==> src/rtl/run_monitor_if.sv <==
// run_monitor_if: dump-side signals of the run monitor
// memory read port plus the valid/ready word stream
interface run_monitor_if #(
  parameter int DATA_W  = 32,
  parameter int MADDR_W = 16
);
  logic               mem_re;
  logic [MADDR_W-1:0] mem_addr;
  logic [DATA_W-1:0]  mem_rdata;
  logic               dump_valid;
  logic               dump_ready;
  logic [DATA_W-1:0]  dump_data;
  logic               dump_done;

  modport master (
    output mem_re, mem_addr,
    output dump_valid, dump_data, dump_done,
    input  mem_rdata, dump_ready
  );

  modport slave (
    input  mem_re, mem_addr,
    input  dump_valid, dump_data, dump_done,
    output mem_rdata, dump_ready
  );
endinterface

==> src/rtl/run_monitor.sv <==
// run_monitor: run cycle/event counters, halted by a store
// to HALT_ADDR, followed by a streamed memory dump
module run_monitor #(
  parameter int DATA_W = 32,
  parameter int NEV = 4,
  parameter int CNT_W = 32,
  parameter logic [DATA_W-1:0] HALT_ADDR = DATA_W'(32'h7fff),
  parameter int DUMP_WORDS = 200,
  parameter int MADDR_W = 16
) (
  input  logic                 clk,
  input  logic                 rst_n,
  input  logic                 clear,
  input  logic [NEV-1:0]       ev,
  input  logic [DATA_W-1:0]    daddr,
  input  logic [DATA_W-1:0]    wdata,
  input  logic                 we,
  output logic [CNT_W-1:0]     cycle_cnt,
  output logic [NEV*CNT_W-1:0] ev_cnt,
  output logic                 halted,
  output logic [DATA_W-1:0]    result,
  run_monitor_if.master        dm
);

  localparam logic [MADDR_W-1:0] LAST =
    MADDR_W'(DUMP_WORDS - 1);

  typedef enum logic [2:0] {
    S_RUN, S_RD, S_WT, S_OUT, S_DONE
  } state_t;

  state_t state_q, state_d;

  logic [CNT_W-1:0]          cyc_q;
  logic [NEV-1:0][CNT_W-1:0] evc_q;
  logic [MADDR_W-1:0]        idx_q;
  logic [DATA_W-1:0]         data_q;
  logic                      hit;
  logic                      last;
  logic                      run_en;

  assign hit    = (state_q == S_RUN) && we
                  && (daddr == HALT_ADDR);
  assign run_en = (state_q == S_RUN) && !hit;
  assign last   = (idx_q == LAST);

  assign cycle_cnt     = cyc_q;
  assign ev_cnt        = evc_q;
  assign dm.mem_re     = (state_q == S_RD);
  assign dm.mem_addr   = (state_q == S_RD) ? idx_q : '0;
  assign dm.dump_valid = (state_q == S_OUT);
  assign dm.dump_done  = (state_q == S_DONE);
  assign dm.dump_data  = data_q;

  // state register
  always_ff @(posedge clk or negedge rst_n) begin
    if (!rst_n) state_q <= S_RUN;
    else        state_q <= state_d;
  end

  // next-state: RUN until halt, then RD/WT/OUT per word
  always_comb begin
    state_d = state_q;
    unique case (state_q)
      S_RUN:  if (hit) state_d = S_RD;
      S_RD:   state_d = S_WT;
      S_WT:   state_d = S_OUT;
      S_OUT:  if (dm.dump_ready)
                state_d = last ? S_DONE : S_RD;
      S_DONE: state_d = S_DONE;
      default: state_d = S_RUN;
    endcase
  end

  // saturating counters; clear wins over increments
  always_ff @(posedge clk or negedge rst_n) begin
    if (!rst_n) begin
      cyc_q <= '0;
      evc_q <= '0;
    end else if (run_en) begin
      if (clear) begin
        cyc_q <= '0;
        evc_q <= '0;
      end else begin
        if (cyc_q != '1)
          cyc_q <= cyc_q + CNT_W'(1);
        for (int k = 0; k < NEV; k++)
          if (ev[k] && evc_q[k] != '1)
            evc_q[k] <= evc_q[k] + CNT_W'(1);
      end
    end
  end

  // capture halt flag and stored result once
  always_ff @(posedge clk or negedge rst_n) begin
    if (!rst_n) begin
      halted <= 1'b0;
      result <= '0;
    end else if (hit) begin
      halted <= 1'b1;
      result <= wdata;
    end
  end

  // dump word index, advanced on each non-final accept
  always_ff @(posedge clk or negedge rst_n) begin
    if (!rst_n)
      idx_q <= '0;
    else if (hit)
      idx_q <= '0;
    else if (state_q == S_OUT && dm.dump_ready && !last)
      idx_q <= idx_q + MADDR_W'(1);
  end

  // latch read data one cycle after the request
  always_ff @(posedge clk or negedge rst_n) begin
    if (!rst_n)
      data_q <= '0;
    else if (state_q == S_WT)
      data_q <= dm.mem_rdata;
  end

endmodule

==> src/flat_wrapper.sv <==
// flat-port wrapper written by rule: the top's interface ports become plain ports
module run_monitor_flat 
#(
  parameter int DATA_W = 32,
  parameter int NEV = 4,
  parameter int CNT_W = 32,
  parameter logic [DATA_W-1:0] HALT_ADDR = DATA_W'(32'h7fff),
  parameter int DUMP_WORDS = 200,
  parameter int MADDR_W = 16
)
  (clk, rst_n, clear, ev, daddr, wdata, we, cycle_cnt, ev_cnt, halted, result, dm_mem_re, dm_mem_addr, dm_dump_valid, dm_dump_data, dm_dump_done, dm_mem_rdata, dm_dump_ready);
  run_monitor_if #(.DATA_W(DATA_W), .MADDR_W(MADDR_W)) dm_i ();
  input  logic clk;
  input  logic rst_n;
  input  logic clear;
  input  logic [NEV-1:0] ev;
  input  logic [DATA_W-1:0] daddr;
  input  logic [DATA_W-1:0] wdata;
  input  logic we;
  output logic [CNT_W-1:0] cycle_cnt;
  output logic [NEV*CNT_W-1:0] ev_cnt;
  output logic halted;
  output logic [DATA_W-1:0] result;
  output wire logic [$bits(dm_i.mem_re)-1:0] dm_mem_re;
  output wire logic [$bits(dm_i.mem_addr)-1:0] dm_mem_addr;
  output wire logic [$bits(dm_i.dump_valid)-1:0] dm_dump_valid;
  output wire logic [$bits(dm_i.dump_data)-1:0] dm_dump_data;
  output wire logic [$bits(dm_i.dump_done)-1:0] dm_dump_done;
  input wire logic [$bits(dm_i.mem_rdata)-1:0] dm_mem_rdata;
  input wire logic [$bits(dm_i.dump_ready)-1:0] dm_dump_ready;
  assign dm_mem_re = dm_i.mem_re;
  assign dm_mem_addr = dm_i.mem_addr;
  assign dm_dump_valid = dm_i.dump_valid;
  assign dm_dump_data = dm_i.dump_data;
  assign dm_dump_done = dm_i.dump_done;
  assign dm_i.mem_rdata = dm_mem_rdata;
  assign dm_i.dump_ready = dm_dump_ready;
  run_monitor #(.DATA_W(DATA_W), .NEV(NEV), .CNT_W(CNT_W), .HALT_ADDR(HALT_ADDR), .DUMP_WORDS(DUMP_WORDS), .MADDR_W(MADDR_W)) u_core (.clk(clk), .rst_n(rst_n), .clear(clear), .ev(ev), .daddr(daddr), .wdata(wdata), .we(we), .cycle_cnt(cycle_cnt), .ev_cnt(ev_cnt), .halted(halted), .result(result), .dm(dm_i));
endmodule
==> config.mk <==
export PLATFORM = sky130hd
export DESIGN_NAME = run_monitor_flat
export DESIGN_NICKNAME = d
export VERILOG_FILES = /design/src/rtl/run_monitor_if.sv /design/src/rtl/run_monitor.sv /design/src/flat_wrapper.sv
export SDC_FILE = /design/constraint.sdc
export NUM_CORES = 1
export LEC_CHECK = 0
export ABC_AREA = 1
export BUFFER_PORTS_ARGS = -buffer_cell sky130_fd_sc_hd__buf_2
export CORE_ASPECT_RATIO = 2
export CORE_MARGIN = 10
export CORE_UTILIZATION = 40
export DETAILED_ROUTE_END_ITERATION = 6
export GPL_TIMING_DRIVEN = 0
export RECOVER_POWER = 50
export SLEW_MARGIN = 20
export SYNTH_ARGS = -nofsm -noshare
export SYNTH_HDL_FRONTEND = slang
export SYNTH_SLANG_ARGS = --single-unit
==> constraint.sdc <==
create_clock -name clk -period 1.7 [get_ports clk]
set_input_delay 0.34 -clock clk [delete_from_list [all_inputs] [get_ports clk]]
set_output_delay 0.34 -clock clk [all_outputs]
set_load 0.1 [all_outputs]
# Yosys cells after proc, flatten, opt, wreduce, memory -nomap -nowiden
# Cells that the tools add are included.
[classes] add_sub_neg=6 multipliers=0 div_mod_pow=0 n_lt_le_gt_ge=0 n_eq_ne=13 shifts=0 n_mux=14 bitwise_logic=0 reduce_logical=24
[ops] op="$mux W32" n=6
[ops] op="$add A32 B1 Y32 const B" n=5
[ops] op="$ne A32 B32 Y1 const B" n=5
[ops] op="$mux W128" n=1
[ops] op="$mux W16" n=3
[ops] op="$eq A32 B15 Y1 const B" n=1
[ops] op="$add A16 B1 Y16 const B" n=1
[ops] op="$eq A16 B8 Y1 const B" n=1
[ops] op="$pmux W3 S5" n=1
[ops] op="$reduce_and A2 Y1" n=6
[ops] op="$reduce_bool A2 Y1" n=6
[ops] op="$logic_and A1 B1 Y1" n=9
[ops] op="$mux W3" n=3
[ops] op="$eq A3 B2 Y1 const B" n=2
[ops] op="$ne A2 B1 Y1 const B" n=2
[ops] op="$eq A3 B1 Y1 const B" n=1
[ops] op="$eq A3 B3 Y1 const B" n=1
[ops] op="$logic_not A3 Y1" n=1
[ops] op="$logic_not A1 Y1" n=2
[totals] register_bits=244 latchBits=0 ramBits=0 romBits=0 inputBits=105 word_cells=67 n_memories=0

# Depth between registers and ports, before layout
[logic_depth] word_depth=6 ltp_mapped=12

# Worst setup path after synthesis
# No wires, ideal clock.
[synth_path] path_kind="flip-flop to output port" from="reg u_core.state_q[2]" to="out dm_mem_addr[10]" arrival_time_ps=4871 required_time_ps=1360 slack_ps=-3511 path_stages_with_launch=5 cell_sequence="dfrtp_1 > nor3_1 > clkinv_1 > clkbuf_1 > nor2_1"
[synth_between] elab_chain_len=2
[synth_rtl] item="from (decl)" line="run_monitor.sv:32" source="state_t state_q, state_d;"
[synth_rtl] item="from (signal assigned)" line="run_monitor.sv:58" source="else state_q <= state_d;"
[synth_rtl] item="$eq A3 B1 Y1"
[synth_rtl] item="via dm_mem_re" line="flat_wrapper.sv:24" source="output wire logic [$bits(dm_i.mem_re)-1:0] dm_mem_re;"
[synth_rtl] item="$mux W16" line="run_monitor.sv:50" source="assign dm.mem_addr = (state_q == S_RD) ? idx_q : '0;"
[synth_rtl] item="to (decl)" line="flat_wrapper.sv:25" source="output wire logic [$bits(dm_i.mem_addr)-1:0] dm_mem_addr;"
# The timed path passes the listed nets, and every way through them passes these cells.

# Worst setup path in the final report
[layout_path] from="reg u_core.state_q[2]" to="out dm_mem_addr[8]"
[layout_between] elab_chain_len=2
[layout_rtl] item="$eq A3 B1 Y1" line="run_monitor.sv:50"
[layout_rtl] item="$mux W16" line="run_monitor.sv:50"
# Every way passes these cells.

==> impl_summary.md <==
Place
The HPWL reported at the end of detailed placement is between 40,000 and 50,000 µm. The final RePlAce weighted congestion is 0.9637. The placed instances occupy a cell area of around 0.019 mm². After detailed placement, the design holds a cell count of ~3,100. Port buffering added 347 buffers.

GRT
After global routing the overflow that remains totals 0. The via count of the first global-routing pass was about 18,000. The first global-routing pass estimated approximately 100,000 µm of wire. Entering global routing, the biggest net connects 87 pins. The initial antenna violation count was 3.

The overall routing resource usage is ~28%.

Synthesis
The portion of synthesized cell area occupied by the leading cell type is between 40 and 50%. During synthesis, Yosys emitted a total of 0 warnings. The register bit count reported by yosys is ~240. The register area share after synthesis is 40.09%. The number of nets handed over by synthesis was 2,402.

The library cell occupying the most area in the post-synthesis netlist is sky130_fd_sc_hd__dfrtp_1. The synthesized netlist occupies a cell area of 0.01523 mm². Counting every instance in the synthesized netlist gives 2,291. The distinct cell type count after synthesis is 37. Ranked by total cell area, the synthesized netlist is headed by sky130_fd_sc_hd__dfrtp_1, sky130_fd_sc_hd__nand2_1, sky130_fd_sc_hd__nor2_1, sky130_fd_sc_hd__nand3_1, sky130_fd_sc_hd__inv_1. The mean cell area of the mapped netlist is 6.648 µm².

Final layout
In the final layout, the share of cells above drive strength 1 is between 30% and 40%. The commonest non-fill, non-tap cell in the layout is sky130_fd_sc_hd__nand2_1. For this run, the post-layout net count is about 3,000. The layout has 3,455 filler cells. In the layout the commonest cells are sky130_fd_sc_hd__nand2_1, sky130_fd_sc_hd__nor2_1, sky130_fd_sc_hd__buf_4. The sequential cell area is 0.006472 mm².

The area overhead of the layout relative to synthesis is 52.98%. The area of all placed cells without fillers is roughly 0.023 mm². The utilization after layout is 61.66%.

After the flow finishes, the layout carries non-filler instances totaling roughly 3,300. The multi-input combinational cell area is ~0.009 mm².

Timing
The count of final max-slew check failures was 0. The worst-case hold slack is -0.01883 ns. The number of hold violations in the final report is 2. The achievable clock frequency is 448.6 MHz.

The worst path uses 131.1% of the clock period. The slack of the critical path is -0.5294 ns. For the pin with the worst max-slew slack, the measured transition is roughly 1.2 ns. Subtracting the final worst setup slack from the clock period gives approximately 2.2 ns. Setup repair after global routing could not meet its margin everywhere. The worst clock skew on the final layout is between 0.015 and 0.02 ns. Setup violations remaining at the end of the flow were counted as between 300 and 400.

In this run the tightest slew margin relative to its limit is approximately 22%.

Power
Summed over all cells, the static leakage comes to around 11 nW. Across the VDD grid, the largest voltage drop is about 1.5 mV. The power per cell area is 766.5 mW/mm².

Worst setup path
At the worst endpoint, the arrival time is approximately 1.9 ns. In this run the worst path has a maximum fanout of 5. The type of the worst setup path is reg -> out. STA puts the critical path data required time at around 1.4 ns. The kind of end point of the critical path is an output port.

STA classifies the critical path startpoint as a flop.

Routing
The routed length per placed instance is between 15 and 20 µm. The antenna violation net count after detailed routing is 0. The detailed-route vias per instance is 5.264. The number of detailed-route iterations in the first pass is 6.

In the routed design, unresolved DRC markers number 0. In this run, the number of DRC markers left after iteration 0 of detailed routing was between 800 and 900. The routed design has between 60,000 and 70,000 µm of wire.

The routed layout has approximately 17,000 vias.

Job
Max-cap violations in this run came to 0.

Clock network
The number of buffers on the longest clock path is 3. The clock latency of the later-clocked register in the worst-skew pair is between 0.5 and 0.6 ns. The clock tree from TritonCTS is done. Clock-pin slew was measured on the worst setup and hold paths at around 0.07 ns. The count of hold buffers inserted by post-cts repair is 55. The clock sink count is 244. The tree is rooted in a sky130_fd_sc_hd__clkbuf_16. The clock buffer count from CTS is 26. CTS built an H-tree with a depth of 1.

Run status
The flow ran to the end, but the final reports show violations. The checks that failed: hold timing, setup timing.

Floorplan
The floorplan step defined a die boundary enclosing between 0.04 and 0.05 mm². Once the floorplan was initialized, standard cells occupied 40.31% of the core. From bottom edge to top edge, the die measures around 300 µm. The floorplan step set the die width to around 160 µm. Row generation in the floorplan step produced 101 rows. In this run the count of I/O pins placed on the die edge is around 350. The core region is 0.03779 mm².

Min path
The path category of the worst min-delay check is in -> async.
-- worst paths after layout --
path	startpoint	end	slack (ns)	cells past startpoint
max in group asynchronous	rst_n	u_core.cycle_cnt[1]	-0.05	3
worst min-delay path	rst_n	u_core.idx_q[14]	-0.02	1
worst max register to register	u_core.state_q[0]	u_core.ev_cnt[1]	-0.37	14
worst max-delay path	u_core.state_q[2]	dm_mem_addr[8]	-0.53	5
min in group clk	dm_mem_rdata[17]	u_core.dm.dump_data[17]	0.01	2
worst min register to register	u_core.result[20]	u_core.result[20]	0.47	2
-- state kept, by name, summed over array words and instances (netlist names) --
register and cells:
u_core.ev_cnt 128, u_core.result 32, u_core.idx_q 16, u_core.halted 1, u_core.state_q 3, u_core.cycle_cnt 32
u_core.dm.dump_data 32
-- critical path: stages, from the launching register on --
cell and delay (ns):
sky130_fd_sc_hd__dfrtp_2 0.47, sky130_fd_sc_hd__nor3_4 0.20, sky130_fd_sc_hd__clkinv_4 0.14, sky130_fd_sc_hd__clkbuf_8 0.20, sky130_fd_sc_hd__nor2_4 0.12, sky130_fd_sc_hd__buf_12 0.18
-- cells in the mapped netlist --
library cell,instances
sky130_fd_sc_hd__buf_2,22
sky130_fd_sc_hd__mux2_2,32
sky130_fd_sc_hd__nand2_1,894
sky130_fd_sc_hd__xor2_1,17
sky130_fd_sc_hd__nand3_2,3
sky130_fd_sc_hd__ha_1,6
sky130_fd_sc_hd__inv_2,3
sky130_fd_sc_hd__nor2_8,2
sky130_fd_sc_hd__nand2_4,4
sky130_fd_sc_hd__clkbuf_1,18
sky130_fd_sc_hd__xnor2_1,1
sky130_fd_sc_hd__nor3_1,24
sky130_fd_sc_hd__nor3b_1,5
sky130_fd_sc_hd__nor2_4,5
sky130_fd_sc_hd__and2_0,1
sky130_fd_sc_hd__a21oi_1,92
sky130_fd_sc_hd__nor2_1,407
sky130_fd_sc_hd__buf_6,19
sky130_fd_sc_hd__nand4_1,10
sky130_fd_sc_hd__nand3b_1,18
sky130_fd_sc_hd__and2_1,11
sky130_fd_sc_hd__o21a_1,5
sky130_fd_sc_hd__or2_2,5
sky130_fd_sc_hd__buf_4,5
sky130_fd_sc_hd__o21ai_1,1
sky130_fd_sc_hd__a21boi_2,1
sky130_fd_sc_hd__inv_1,127
sky130_fd_sc_hd__nand3_1,211
sky130_fd_sc_hd__dfrtp_1,244
sky130_fd_sc_hd__o22ai_1,2
sky130_fd_sc_hd__nand2_2,10
sky130_fd_sc_hd__nor2_2,10
sky130_fd_sc_hd__buf_1,5
sky130_fd_sc_hd__clkinv_1,1
sky130_fd_sc_hd__and3_1,1
sky130_fd_sc_hd__o21bai_1,6
sky130_fd_sc_hd__o21ai_0,63
-- kinds of logic after synthesis --
| kind of cell | count (synthesis) | synth area share, % |
|---|---|---|
| and+or+nand+nor | 1621 | 44.02 |
| DFF | 244 | 40.09 |
| buffers and inverters | 200 | 6.170 |
| AOI/OAI and AO/OA | 170 | 5.825 |
| muxes | 32 | 2.366 |
| xor gates and xnor gates | 18 | 1.035 |
| adders and majority gates | 6 | 0.4929 |
-- timing repair --
| action | 4_1_cts | 5_1_grt |
|---|---|---|
| setup endpoints to repair | 464 | 289 |
| pin swaps | 28 | 35 |
| endpoints found under the hold margin | 136 | 81 |
| setup buffers | 63 | 21 |
| gates cloned | 31 | 4 |
| resized for setup | 492 | 87 |
-- metrics by stage --
step	total power [W]	setup TNS [ns]	setup WS, ns	hold WS (ns)
after global placement	0.01129	-1305.16	-5.444	0.4511
after global routing	0.01844	-137.44	-0.5904	0.004379
after floorplan	0.01027	-40.88	-1.078	0.04441
final	0.01786	-73.33	-0.5294	-0.01883
after detailed placement	0.01137	-107.77	-0.7618	0.3648
after CTS	0.01792	-94.07	-0.5330	-0.2246
-- report_power, final --
part	switching, W	leakage (nW)	internal, W
Sequential	0.000280	2.98	0.00624
Combinational	0.00403	7.53	0.00124
Clock	0.00258	0.431	0.00349
-- routing by layer --
layer / share of wire [%] / track usage [%] / vias to the layer above
met5: 0.020 / 0 / -
met4: 6.3 / 16.09 / 2
met3: 6.2 / 5.110 / 207
met2: 54 / 51.50 / 632
met1: 34 / 27.92 / 8241
li1: - / - / 8372
-- final cells by class --
cell class	instances	share of cell area [%]
diodes	3	0.03222
flip-flops and latches	244	27.78
inverters	131	2.250
clock buffers	35	3.158
plain buffers	63	3.179
multi-input cells	1847	38.99
well taps	463	2.486
repair inverters	1	0.03759
clock inverters	11	0.6015
repair buffers	518	21.49
Note: power is estimated with default switching activity, not from simulation.
